$ cat src/rtl/fma_lane_packer.sv
`default_nettype none
// ============================================================================
// fma_lane_packer
// Packs same-precision/same-op FMA requests into 1/2/4-lane datapath batches.
// Revision: 1.0
// ============================================================================
module fma_lane_packer #(
    parameter int TIMEOUT = 8
) (
    input  logic         clk,
    input  logic         rst_n,
    input  logic         req_valid,
    output logic         req_ready,
    input  logic [1:0]   req_precision,
    input  logic [1:0]   req_op,
    input  logic [63:0]  req_a,
    input  logic [63:0]  req_b,
    input  logic [63:0]  req_c,
    input  logic         flush,
    output logic         iss_valid,
    input  logic         iss_ready,
    output logic [1:0]   iss_mode,
    output logic [1:0]   iss_precision,
    output logic [1:0]   iss_op,
    output logic [255:0] iss_a,
    output logic [255:0] iss_b,
    output logic [255:0] iss_c,
    output logic [3:0]   iss_lane_mask,
    output logic [3:0]   iss_tag,
    output logic         err_illegal
);

    localparam int              TW     = (TIMEOUT > 1) ? $clog2(TIMEOUT) : 1;
    localparam logic [TW-1:0]   C_TMAX = TW'(TIMEOUT - 1);

    typedef enum logic [1:0] {
        S_IDLE  = 2'd0,
        S_FILL  = 2'd1,
        S_ISSUE = 2'd2
    } state_t;

    state_t         state_q, state_d;
    logic           rdy_en_q;
    logic [2:0]     count_q, count_d;
    logic [TW-1:0]  timer_q, timer_d;
    logic [1:0]     prec_q, prec_d;
    logic [1:0]     op_q, op_d;
    logic [255:0]   a_q, a_d, b_q, b_d, c_q, c_d;
    logic [3:0]     mask_q, mask_d;
    logic [3:0]     tag_q, tag_d;
    logic           valid_q, valid_d;
    logic           err_q, err_d;
    logic           wr;
    logic [1:0]     lane;
    logic           w_illegal;
    logic           w_match;

    function automatic logic [2:0] cap_of(input logic [1:0] p);
        case (p)
            2'b11:   cap_of = 3'd1;
            2'b10:   cap_of = 3'd2;
            default: cap_of = 3'd4;
        endcase
    endfunction

    assign w_illegal = (req_precision == 2'b00);
    assign w_match   = (req_precision == prec_q) && (req_op == op_q);

    always_comb begin
        state_d   = state_q;
        count_d   = count_q;
        timer_d   = timer_q;
        prec_d    = prec_q;
        op_d      = op_q;
        a_d       = a_q;
        b_d       = b_q;
        c_d       = c_q;
        mask_d    = mask_q;
        tag_d     = tag_q;
        err_d     = 1'b0;
        req_ready = 1'b0;
        wr        = 1'b0;
        lane      = count_q[1:0];

        case (state_q)
            S_IDLE: begin
                req_ready = rdy_en_q;
                if (req_valid && rdy_en_q) begin
                    if (w_illegal) begin
                        err_d = 1'b1;
                    end else begin
                        wr      = 1'b1;
                        prec_d  = req_precision;
                        op_d    = req_op;
                        count_d = 3'd1;
                        timer_d = '0;
                        state_d = (cap_of(req_precision) == 3'd1) ? S_ISSUE : S_FILL;
                    end
                end
            end
            S_FILL: begin
                req_ready = rdy_en_q && (w_illegal || w_match);
                if (req_valid && req_ready) begin
                    // Any acceptance, even a dropped illegal one, restarts the idle timer.
                    timer_d = '0;
                    if (w_illegal) begin
                        err_d = 1'b1;
                    end else begin
                        wr      = 1'b1;
                        count_d = count_q + 3'd1;
                        if ((count_d == cap_of(prec_q)) || flush) begin
                            state_d = S_ISSUE;
                        end
                    end
                end else if (req_valid || flush || (timer_q == C_TMAX)) begin
                    // A stalled mismatching request closes the batch and opens the next one.
                    state_d = S_ISSUE;
                end else begin
                    timer_d = timer_q + 1'b1;
                end
            end
            S_ISSUE: begin
                if (iss_ready) begin
                    state_d = S_IDLE;
                    a_d     = '0;
                    b_d     = '0;
                    c_d     = '0;
                    mask_d  = '0;
                    count_d = '0;
                    tag_d   = tag_q + 4'd1;
                end
            end
            default: state_d = S_IDLE;
        endcase

        if (wr) begin
            a_d[{lane, 6'd0} +: 64] = req_a;
            b_d[{lane, 6'd0} +: 64] = req_b;
            c_d[{lane, 6'd0} +: 64] = req_c;
            mask_d[lane]            = 1'b1;
        end

        valid_d = (state_d == S_ISSUE);
    end

    always_ff @(posedge clk or negedge rst_n) begin
        if (!rst_n) begin
            state_q  <= S_IDLE;
            rdy_en_q <= 1'b0;
            count_q  <= '0;
            timer_q  <= '0;
            prec_q   <= '0;
            op_q     <= '0;
            a_q      <= '0;
            b_q      <= '0;
            c_q      <= '0;
            mask_q   <= '0;
            tag_q    <= '0;
            valid_q  <= 1'b0;
            err_q    <= 1'b0;
        end else begin
            state_q  <= state_d;
            rdy_en_q <= 1'b1;
            count_q  <= count_d;
            timer_q  <= timer_d;
            prec_q   <= prec_d;
            op_q     <= op_d;
            a_q      <= a_d;
            b_q      <= b_d;
            c_q      <= c_d;
            mask_q   <= mask_d;
            tag_q    <= tag_d;
            valid_q  <= valid_d;
            err_q    <= err_d;
        end
    end

    assign iss_valid     = valid_q;
    assign iss_mode      = prec_q;
    assign iss_precision = prec_q;
    assign iss_op        = op_q;
    assign iss_a         = a_q;
    assign iss_b         = b_q;
    assign iss_c         = c_q;
    assign iss_lane_mask = mask_q;
    assign iss_tag       = tag_q;
    assign err_illegal   = err_q;

endmodule
`default_nettype wire

$ cat config.mk
export PLATFORM = sky130hd
export DESIGN_NAME = fma_lane_packer
export DESIGN_NICKNAME = d
export VERILOG_FILES = /design/src/rtl/fma_lane_packer.sv
export SDC_FILE = /design/constraint.sdc
export NUM_CORES = 2
export LEC_CHECK = 0
export BUFFER_PORTS_ARGS = -buffer_cell sky130_fd_sc_hd__buf_2
export CAP_MARGIN = 20
export CORE_AREA = 3 3 387 389
export CTS_CLUSTER_SIZE = 20
export DETAILED_ROUTE_END_ITERATION = 16
export DIE_AREA = 0 0 390 392
export PLACE_DENSITY = 0.37
export SYNTH_ARGS = -nofsm -noshare
export SYNTH_HDL_FRONTEND = slang
export SYNTH_SLANG_ARGS = --single-unit
$ cat constraint.sdc
create_clock -name clk -period 3.9 [get_ports clk]
set_input_delay 0.78 -clock clk [delete_from_list [all_inputs] [get_ports clk]]
set_output_delay 0.78 -clock clk [all_outputs]
set_load 0.1 [all_outputs]
Word-level counts from Yosys, hierarchy flattened
Index checks and enable logic that the tools add are counted.
{"block": "totals", "elab_cells": 114, "inputBits": 201, "output_inout_bits": 785, "register_bits": 791}
{"block": "op_classes", "n_eq_ne": 18, "addsub": 4, "muxes": 54, "n_reduce_logical": 17, "bitwise": 2, "n_lt_le_gt_ge": 2, "shifts": 4}
{"cell": "$mux 256", "count": 9}
{"cell": "$bwmux 256", "count": 3}
{"cell": "$shiftx 64x10->256", "count": 3}
{"cell": "$shift 64x10->256 const A", "count": 1}
{"cell": "$mux 3", "count": 15}
{"cell": "$pmux 3 s2", "count": 3}
{"cell": "$mux 2", "count": 8}
{"cell": "$eq 2x2->1 const B", "count": 6}
{"cell": "$mux 4", "count": 3}
{"cell": "$ne 2x2->1 const B", "count": 5}
{"cell": "$neg 8->10", "count": 1}
{"cell": "$pmux 3 s3", "count": 1}
{"cell": "$mux 1", "count": 7}
{"cell": "$add 3x1->3 const B", "count": 2}
{"cell": "$pmux 1 s2", "count": 3}
{"cell": "$pmux 2 s3", "count": 1}
{"cell": "$reduce_and 6->1", "count": 1}
{"cell": "$logic_and 1x1->1", "count": 5}
{"cell": "$add 4x1->4 const B", "count": 1}
{"cell": "$eq 2x2->1", "count": 2}
{"cell": "$logic_not 2->1", "count": 2}
{"cell": "$logic_or 1x1->1", "count": 4}
{"cell": "$or 4x4->4", "count": 1}
{"cell": "$reduce_and 4->1", "count": 1}
{"cell": "13 further kinds", "count": 13}

Longest topological paths before layout
{"block": "logic_depth", "depth_word": 14, "mapped_depth": 9, "mapped_depth_nobuf": 7}

Worst setup path before layout
Ideal clock, no wire load.
{"block": "synth_timing", "path_kind": "reg2out", "startpoint": "reg prec_q[0] (netlist: iss_mode[0])", "endpoint": "out req_ready", "path_slack_ns": 0.196, "stages_incl_launch_ff": 6, "arrival_ns": 2.924, "required_time_ns": 3.120, "n_path_buf": 0, "cell_sequence": "dfrtp_1 xnor2_1 nand4_2 o21ai_0 a21oi_1 nor2b_1"}
{"block": "synth_between", "elab_chain_cells": 5}
{"element": "start: declaration", "line_no": "46", "rtl": "logic [1:0] prec_q, prec_d;"}
{"element": "start signal: assignment", "line_no": "166", "rtl": "prec_q <= prec_d;"}
{"element": "$eq 2x2->1", "line_no": "67", "rtl": "assign w_match = (req_precision == prec_q) && (req_op == op_q);"}
{"element": "$logic_and 1x1->1", "line_no": "67"}
{"element": "$logic_or 1x1->1", "line_no": "102", "rtl": "req_ready = rdy_en_q && (w_illegal || w_match);"}
{"element": "$logic_and 1x1->1", "line_no": "102"}
{"element": "$pmux 1 s2", "line_no": "85", "rtl": "case (state_q)"}
{"element": "end: declaration", "line_no": "13", "rtl": "output logic req_ready,"}
No other way between the ends.

Worst setup path in the final report
Ends and elaborated chain as after synthesis.

==> flow_summary.yaml <==
global_routing:
  grt_max_degree: 94
  antenna_found_initial: 30
  grt_pass1_vias: 22400
  grt_use_total_pct: 16.6
  grt_pass1_wl_mm: 184
  grt_use_met1_pct: 20.6
  globalRouteOverflowTotal: 0
  grt-busiest-layer: "met2"
  met2_usage_pct: 26.0
  met3_usage_pct: 6.62
power:
  leakagePower_nw: 21.2
  max-vdd-ir-drop_uv: 397
  power_density_nw_per_um2: 720
final_layout:
  drive_gt1_share_pct: 42.4
  n_fill_cell: 15500
  register_area_sq_um: 19800
  nets: 3056
  design_area_sq_um: 39100
  multiInputGateArea_sq_um: 7660
  synthToLayoutAreaGrowth_pct: 37.9
setup_path:
  end_kind: "output port"
  path_class: "reg -> out"
  cp.required_ns: 3.12
  cp.arrival_ns: 2.47
  reg2reg_slack_ns: 0.77
  crit_fanout: 6
  crit_path_start_kind: "flip-flop"
worst_hold_path:
  worstHoldPathType: "in -> async"
floorplan:
  coreArea_sq_um: 147000
  die_h_microns: 392
  die_area_sq_um: 153000
  initial_utilization_pct: 19.3
  io_pins: 986
  fp.dieW_microns: 390
  rows: 141
routing:
  ant_nets: 0
  vias: 21600
  vias_per_cell: 4.45
  dr.first_iter.drc_count: 1346
  drcViolationCount: 0
  wl_per_cell_microns: 27.2
  routed_wl_mm: 132
  dr.pass1.iters: 5
logic_synthesis:
  synthTopCellsByArea: "dfrtp_1 (70%), a22o_1 (24%), buf_2 (1.4%)"
  yosys.cell_types.count: 47
  postSynthCellCount: 1856
  seq_area_frac_synth_pct: 69.9
  syn_area_sq_um: 28300
  synth_top_area_share_pct: 69.9
  async_flop_share_pct: 100
  synth_most_common_cell: "dfrtp_1"
  synth-seq-cells: 791
  synth_flop_cell: "dfrtp_1"
  ys_warn_count: 0
  synthTopCellsByCount: "dfrtp_1 (791), a22o_1 (774), buf_2 (79)"
  avgSynthCellArea_sq_um: 15.3
  synth_edf_count: 0
  synthesis.nets: 2072
  yosysTopAreaCell: "dfrtp_1"
cts:
  post-cts-setup-buffer-count: 0
  ctsHoldBuffers: 0
  h-tree-depth: 3
  clock_latency_ns: 0.68
  cts_buffer_depth: 3
  path_clk_slew_ns: 0.06
  cts-resized-gates: 0
  cts_made_buffers: 95
  cts_tree: "done"
  ctsRootBufferMaster: "clkbuf_16"
  clock-sinks: 791
place:
  place_hpwl_mm: 94.3
  post_dp_cell_area_sq_um: 35900
  io_buffers: 985
  gp_congestion: 0.780
timing:
  setup_tns_ns: 0
  fmax_mhz: 308
  fin_crit_sh_pct: 83.3
  hold_viol: 0
  drv_slew: 0
  setup_viol: 0
  worst_slew_pin_slew_ns: 0.957
  max_slew_margin_pct: 36.2
  finalCriticalPeriod_ns: 3.25
  grt_setup_unrepaired: "false"
  fin_skew_ns: 0.0394
flow_run:
  maxCapViolCount: 0
run_status:
  status: "complete, no violations"
## layer usage
metal | wire, microns | up-vias
li1 | - | 9216
met1 | 54000 | 11200
met2 | 60800 | 954
met3 | 12900 | 210
met4 | 4190 | 10
met5 | 49 | -
## layout make-up
cell class | count | area share [%]
Clock buffer | 137 | 7.16
Antenna cell | 7 | 0.0448
Multi-Input combinational cell | 881 | 19.6
Clock inverter | 37 | 1.05
Tap cell | 1930 | 6.18
Inverter | 7 | 0.0672
Sequential cell | 791 | 50.6
Timing Repair Buffer | 1064 | 15.2
## worst max-delay path: stages (launching register included)
cell     delay, ns
dfrtp_1       0.47
xnor2_1       0.24
nand4_2       0.21
o21ai_0       0.16
a21oi_1       0.10
nor2b_1       0.16
buf_2         0.45
## path summary, 6_finish.rpt
kind                                         startpoint                     end  cells after the start
worst max-delay path            iss_mode[0]$_DFFE_PN0P_               req_ready                      6
worst min-delay path                              rst_n    iss_c[189]$_DFF_PN0_                      1
worst max register to register     state_q[1]$_DFF_PN0_    iss_b[148]$_DFF_PN0_                      7
worst min register to register   iss_tag[3]$_DFFE_PN0P_  iss_tag[3]$_DFFE_PN0P_                      1
max in group asynchronous                         rst_n     iss_a[18]$_DFF_PN0_                      3
min in group clk                              req_op[0]   iss_op[0]$_DFFE_PN0P_                      2
## flip-flops by register name, indices dropped and copies added (netlist names)
register	flops
count_q	3
err_illegal	1
iss_a	256
iss_b	256
iss_c	256
iss_lane_mask	4
iss_mode	2
iss_op	2
iss_tag	4
iss_valid	1
rdy_en_q	1
state_q	2
timer_q	3
## cells in the final DEF (no fill, tap or decap), drive strengths merged, types with 2 or more instances in the layout
| cell | instances |
|---|---|
| nor2b | 2 |
| nand2 | 16 |
| buf | 1064 |
| a21o | 2 |
| clkbuf | 137 |
| a22o | 774 |
| nor3 | 4 |
| a21oi | 9 |
| mux2 | 4 |
| and4 | 2 |
| o21ai | 7 |
| diode | 7 |
| o211ai | 2 |
| bufinv | 6 |
| nand4 | 3 |
| clkinv | 23 |
| and2 | 2 |
| nand3 | 4 |
| ha | 15 |
| clkinvlp | 3 |
| a22oi | 2 |
| nor2 | 3 |
| nor4 | 2 |
| xnor2 | 8 |
| inv | 12 |
| dfrtp | 791 |
## cells by family after synthesis
| group | synth area share [%] |
|---|---|
| xor+xnor | 0.247 |
| flops | 69.9 |
| other cells | 0.0132 |
| mux | 0.194 |
| buf+inv | 3.32 |
| compound gates | 24.8 |
| simple gates | 0.927 |
| fa+ha+maj | 0.662 |
## power breakdown
| part | internal (W) | total (W) | switching, W |
|---|---|---|---|
| Sequential | 0.00898 | 0.00945 | 0.000475 |
| Combinational | 0.00152 | 0.00956 | 0.00804 |
| Clock | 0.00539 | 0.00911 | 0.00371 |
| Total | 0.0159 | 0.0281 | 0.0122 |
## through the flow
step                      total power (W)  hold WS, ns  instances  utilization, %  worst slack, ns
after floorplan                    0.0167        0.476       1856               -            0.196
after global placement             0.0193        0.475       4673            24.4            0.732
after detailed placement           0.0192        0.477       4673            24.4            0.768
after CTS                          0.0285        0.161       4847            26.5            0.528
after global routing               0.0292        0.192       4852            26.6            0.425
final                              0.0281        0.184       4854            26.6            0.651
Note: power is estimated with default switching activity, not from simulation.
